`src/rtl/instr_encode.sv`:
```
// instr_encode: streams decoded RV32I fields into packed instruction words with byte addresses
//   start/in_* : program start pulse and field beats (valid/ready, last marker)
//   out_*      : registered instruction word, address, illegal flag, last marker (valid/ready)
//   busy/done/err_cnt : sequencing status and saturating illegal-beat count
module instr_encode #(
  parameter logic [31:0] BASE_ADDR = 32'h0000_0000,
  parameter int ADDR_WIDTH = 32,
  parameter int ERR_CNT_WIDTH = 8
) (
  input  logic clk,
  input  logic rst,
  input  logic start,
  input  logic in_valid,
  output logic in_ready,
  input  logic in_last,
  input  logic [6:0] opcode,
  input  logic [4:0] rd,
  input  logic [2:0] funct3,
  input  logic [4:0] rs1,
  input  logic [4:0] rs2,
  input  logic [6:0] funct7,
  input  logic [31:0] imm,
  output logic out_valid,
  input  logic out_ready,
  output logic [31:0] out_instr,
  output logic [ADDR_WIDTH-1:0] out_addr,
  output logic out_err,
  output logic out_last,
  output logic busy,
  output logic done,
  output logic [ERR_CNT_WIDTH-1:0] err_cnt
);
  localparam logic [ADDR_WIDTH-1:0] BASE = ADDR_WIDTH'(BASE_ADDR);
  localparam logic [31:0] NOP = 32'h0000_0013;
  typedef enum logic [1:0] {IDLE, RUN, DRAIN, FIN} state_t;
  state_t state, state_n;
  logic [ADDR_WIDTH-1:0] next_addr;
  logic [31:0] word;
  logic legal, imm_ok, mem_ok, hi_zero, accept, restart;
  assign in_ready = (state == RUN) && (!out_valid || out_ready);
  assign accept = in_valid && in_ready;
  assign restart = start && (state == IDLE || state == FIN);
  assign busy = (state == RUN) || (state == DRAIN);
  assign done = state == FIN;
  always_comb begin
    imm_ok = (imm[31:11] == '0) || (imm[31:11] == '1);
    mem_ok = (funct3 == 3'b000) || (funct3 == 3'b010);
    hi_zero = imm[31:12] == '0;
    legal = 1'b0;
    word = {imm[11:0], rs1, funct3, rd, opcode};
    case (opcode)
      7'b0110011: begin
        legal = (funct7 == 7'b0000000) || (funct7 == 7'b0100000);
        word = {funct7, rs2, rs1, funct3, rd, opcode};
      end
      7'b0000011: legal = mem_ok && imm_ok;
      // shifts carry shamt in imm[4:0]; imm[11:5] selects logical/arithmetic, arithmetic only for right
      7'b0010011: legal = (funct3 == 3'b001) ? hi_zero && (imm[11:5] == 7'b0000000) :
                          (funct3 == 3'b101) ? hi_zero && ((imm[11:5] == 7'b0000000) || (imm[11:5] == 7'b0100000)) :
                          imm_ok;
      7'b0100011: begin
        legal = mem_ok && imm_ok;
        word = {imm[11:5], rs2, rs1, funct3, imm[4:0], opcode};
      end
      7'b0110111: begin
        legal = imm[11:0] == '0;
        word = {imm[31:12], rd, opcode};
      end
      default: legal = 1'b0;
    endcase
  end
  always_comb begin
    state_n = state;
    case (state)
      IDLE: state_n = start ? RUN : IDLE;
      RUN: state_n = (accept && in_last) ? DRAIN : RUN;
      DRAIN: state_n = (out_valid && out_ready && out_last) ? FIN : DRAIN;
      default: state_n = start ? RUN : FIN;
    endcase
  end
  always_ff @(posedge clk or posedge rst)
    if (rst) state <= IDLE;
    else state <= state_n;
  always_ff @(posedge clk or posedge rst)
    if (rst) begin
      out_valid <= 1'b0;
      out_instr <= '0;
      out_err <= 1'b0;
      out_last <= 1'b0;
      out_addr <= BASE;
      next_addr <= BASE;
      err_cnt <= '0;
    end else begin
      if (restart) begin
        next_addr <= BASE;
        err_cnt <= '0;
      end
      if (accept) begin
        out_valid <= 1'b1;
        out_instr <= legal ? word : NOP;
        out_err <= !legal;
        out_last <= in_last;
        out_addr <= next_addr;
        next_addr <= next_addr + ADDR_WIDTH'(4);
        if (!legal && err_cnt != '1) err_cnt <= err_cnt + 1'b1;
      end else if (out_ready) out_valid <= 1'b0;
    end
endmodule
```
`config.mk`:
```
export PLATFORM = sky130hd
export DESIGN_NAME = instr_encode
export DESIGN_NICKNAME = d
export VERILOG_FILES = /design/src/rtl/instr_encode.sv
export SDC_FILE = /design/constraint.sdc
export NUM_CORES = 1
export LEC_CHECK = 0
export CAP_MARGIN = 10
export CORE_MARGIN = 1
export CORE_UTILIZATION = 45
export DETAILED_ROUTE_END_ITERATION = 12
export GPL_TIMING_DRIVEN = 0
export HOLD_SLACK_MARGIN = 0.06
export PLACE_DENSITY = 0.83
export REMOVE_ABC_BUFFERS = 1
export SLEW_MARGIN = 20
export SYNTH_ARGS = -nofsm -noshare
export SYNTH_HDL_FRONTEND = slang
export SYNTH_SLANG_ARGS = --single-unit
```
`constraint.sdc`:
```
create_clock -name clk -period 8.06 [get_ports clk]
set_input_delay 1.612 -clock clk [delete_from_list [all_inputs] [get_ports clk]]
set_output_delay 1.612 -clock clk [all_outputs]
set_load 0.02 [all_outputs]
```
==> results.json <==
{
  "status": "finished clean",
  "cts_setup_buffers": 0,
  "synth_cell_types": 46,
  "synth_most_common_cell": "nand2_1",
  "power_density_nw_per_um2": 144.8,
  "endpoint_kind": "output port",
  "rrSetupSlack_ps": 4920,
  "firstDrtPassIters": 6,
  "ys_seq_elements": 105,
  "critPathKind": "primary input to output port",
  "crit_chain": "clkdlybuf4s50_1 > nand2b_1 > and2_1 > clkdlybuf4s50_1",
  "fmax_mhz": 213.1,
  "synthTopCellsByCount": "nand2_1, dfrtp_1, nand3_1",
  "numCtsBuffers": 9,
  "fin_crit_sh": 0.5822,
  "worst_pin_slew_ps": 969.4,
  "cts.path.max_buffers": 2,
  "critical_path_arrival_ps": 3080,
  "rsz0062_at_grt": "false",
  "die_height_um": 108.6,
  "fin_hold_ws_ps": 467.0,
  "clockRootBuffer": "clkbuf_16",
  "cts_resized": 0,
  "slowest_stage": "clkdlybuf4s50_1",
  "via_per_inst": 5.630,
  "netlist_area_um2": 5110,
  "row_count": 38,
  "min_period_ps": 4693,
  "cp_common_cell": "clkdlybuf4s50_1",
  "cts_hold_buf": 0,
  "dieArea_um2": 11790,
  "drtIter0Drc": 341,
  "port_buffers": 145,
  "required_ps": 6450,
  "core-area_um2": 10940,
  "setup_viol": 0,
  "yosys-top-cells-area": "dfrtp_1, nand2_1, mux2i_1",
  "nFillCells": 932,
  "hp-class": "flip-flop to flip-flop",
  "finalHoldViolCount": 0,
  "ios": 148,
  "skew_ps": 7.396,
  "grt_max_degree": 72,
  "grt_pass1_vias": 4469,
  "htree_levels": 3,
  "slew_viol_final": 0,
  "syn2layout_area_growth_pct": 36.31,
  "slowest_delay_ps": 610,
  "routed_wl_um": 13680,
  "drtAntennaViolNets": 0,
  "vdd_drop_max_uv": 120.2,
  "place_congestion": 0.9345,
  "p_leak_nw": 3.101,
  "crit_path_max_fanout": 4,
  "clk_latency_ps": 350,
  "fin_ws_ps": 3367,
  "critPathLaunchType": "primary input",
  "place_ws_ps": 3261,
  "dieWidth_um": 108.6,
  "post-route-util": 0.6370,
  "dp_hpwl_um": 10100,
  "grt_antenna_before_repair": 0,
  "yosys_warnings": 0,
  "grt_pass1_wl_um": 21890,
  "layout-drive-gt1-share": 0.04678,
  "cts_tree": "yes",
  "synth-edff-count": 0,
  "drc": 0,
  "synth_async_sr_flop_share": 1.000,
  "antenna_cells": 0,
  "initial_core_util": 0.4673,
  "clk_pin_slew_ps": 70,
  "synth-seq-area-share": 0.5142,
  "via_count": 4639,
  "setup_tns_ps": 0,
  "wl_per_cell_um": 16.60,
  "synth_top_area_cell": "dfrtp_1",
  "final_nets": 755,
  "slew-limit-headroom": 0.3478,
  "synth.avg_cell_area_um2": 9.291,
  "max_cap_violations": 0,
  "yosys.area.top_type_share": 0.5142,
  "synthCells": 550,
  "synth_flop_cell": "dfrtp_1",
  "grt-ovfl-total": 0,
  "cts_sinks": 105,
  "finalPower_mw": 1.009,
  "grt_use_total": 0.2415
}
==> worst paths after layout <==
| path | start | to | cells after the start |
|---|---|---|---|
| worst max-delay path | out_ready | in_ready | 4 |
| worst min-delay path | out_instr[1]$_DFFE_PP0P_ | out_instr[1]$_DFFE_PP0P_ | 1 |
| worst max register to register | state[1]$_DFF_PP0_ | next_addr[22]$_DFFE_PP0P_ | 8 |
| worst min register to register | out_instr[1]$_DFFE_PP0P_ | out_instr[1]$_DFFE_PP0P_ | 1 |
| max in group asynchronous | rst | out_instr[11]$_DFFE_PP0P_ | 3 |
| min in group asynchronous | rst | out_instr[15]$_DFFE_PP0P_ | 2 |
==> stage by stage <==
stage	cells	cell area, um^2
6_report	824	6965
5_1_grt	824	6965
4_1_cts	824	6965
3_5_place_dp	808	6685
3_3_place_gp	805	6596
2_1_floorplan	520	4970
==> routing by layer <==
metal | vias to the layer above | track usage | wire length [um] | share of wire
met3 | 34 | 0.04882 | 671 | 0.049
met1 | 2245 | 0.3041 | 5825 | 0.43
li1 | 2212 | - | - | -
met2 | 148 | 0.4014 | 6688 | 0.49
met5 | - | 0 | 0 | 0
met4 | 0 | 0.1062 | 495 | 0.036
==> critical path, delay by kind of cell <==
kind / cells / cell delay (ps)
buffers and inverters: 2 / 1100
AND/OR/NAND/NOR: 2 / 370
==> sequential cells by signal, summed over array words and instances, names as in the netlist <==
signal,flops
out_instr,32
next_addr,30
out_addr,30
err_cnt,8
state,2
out_err,1
out_last,1
out_valid,1
==> placed cells by master (no fill, tap or decap), types with 5 or more instances in the layout <==
cell type,netlist,routed
nand2_1,163,163
clkdlybuf4s50_1,0,145
dfrtp_1,105,105
nand3_1,32,32
o31ai_1,28,28
o21ai_0,22,22
nand4_1,21,21
mux2i_1,21,21
nor2_1,18,18
nor4_1,10,10
o211ai_1,10,10
clkbuf_16,0,9
inv_1,8,7
a222oi_1,7,7
and2_1,7,7
nand2b_1,6,6
o31ai_2,6,6
a31oi_1,6,6
and3_1,7,6
ha_1,6,6
nor2b_1,5,5
a22o_1,5,5
==> where the power goes <==
| group | total, mW | internal, mW | leakage, nW | switching [mW] |
|---|---|---|---|---|
| clock network | 0.413 | 0.214 | 0.134 | 0.200 |
| logic | 0.0686 | 0.0376 | 1.51 | 0.0310 |
| registers | 0.527 | 0.527 | 1.46 | 0.000274 |
==> cell type report <==
cell class | count | area, um^2 | area share
clock buffer | 10 | 229.0 | 0.03287
clock inverter | 6 | 51.30 | 0.007365
inverter | 8 | 35.03 | 0.005030
multi-input combinational | 407 | 2321 | 0.3332
sequential | 105 | 2628 | 0.3772
tap | 140 | 175.2 | 0.02515
timing repair buffer | 148 | 1526 | 0.2191
==> cell families after synthesis <==
group / Yosys count / share of synthesized area
flops: 105 / 0.5142
fa+ha+maj: 6 / 0.01469
xor+xnor: 4 / 0.006857
mux: 21 / 0.04114
other cells: 1 / 0.0007339
buf+inv: 39 / 0.03403
simple gates: 280 / 0.2500
compound gates: 94 / 0.1383
(Power assumes the default switching activity.)
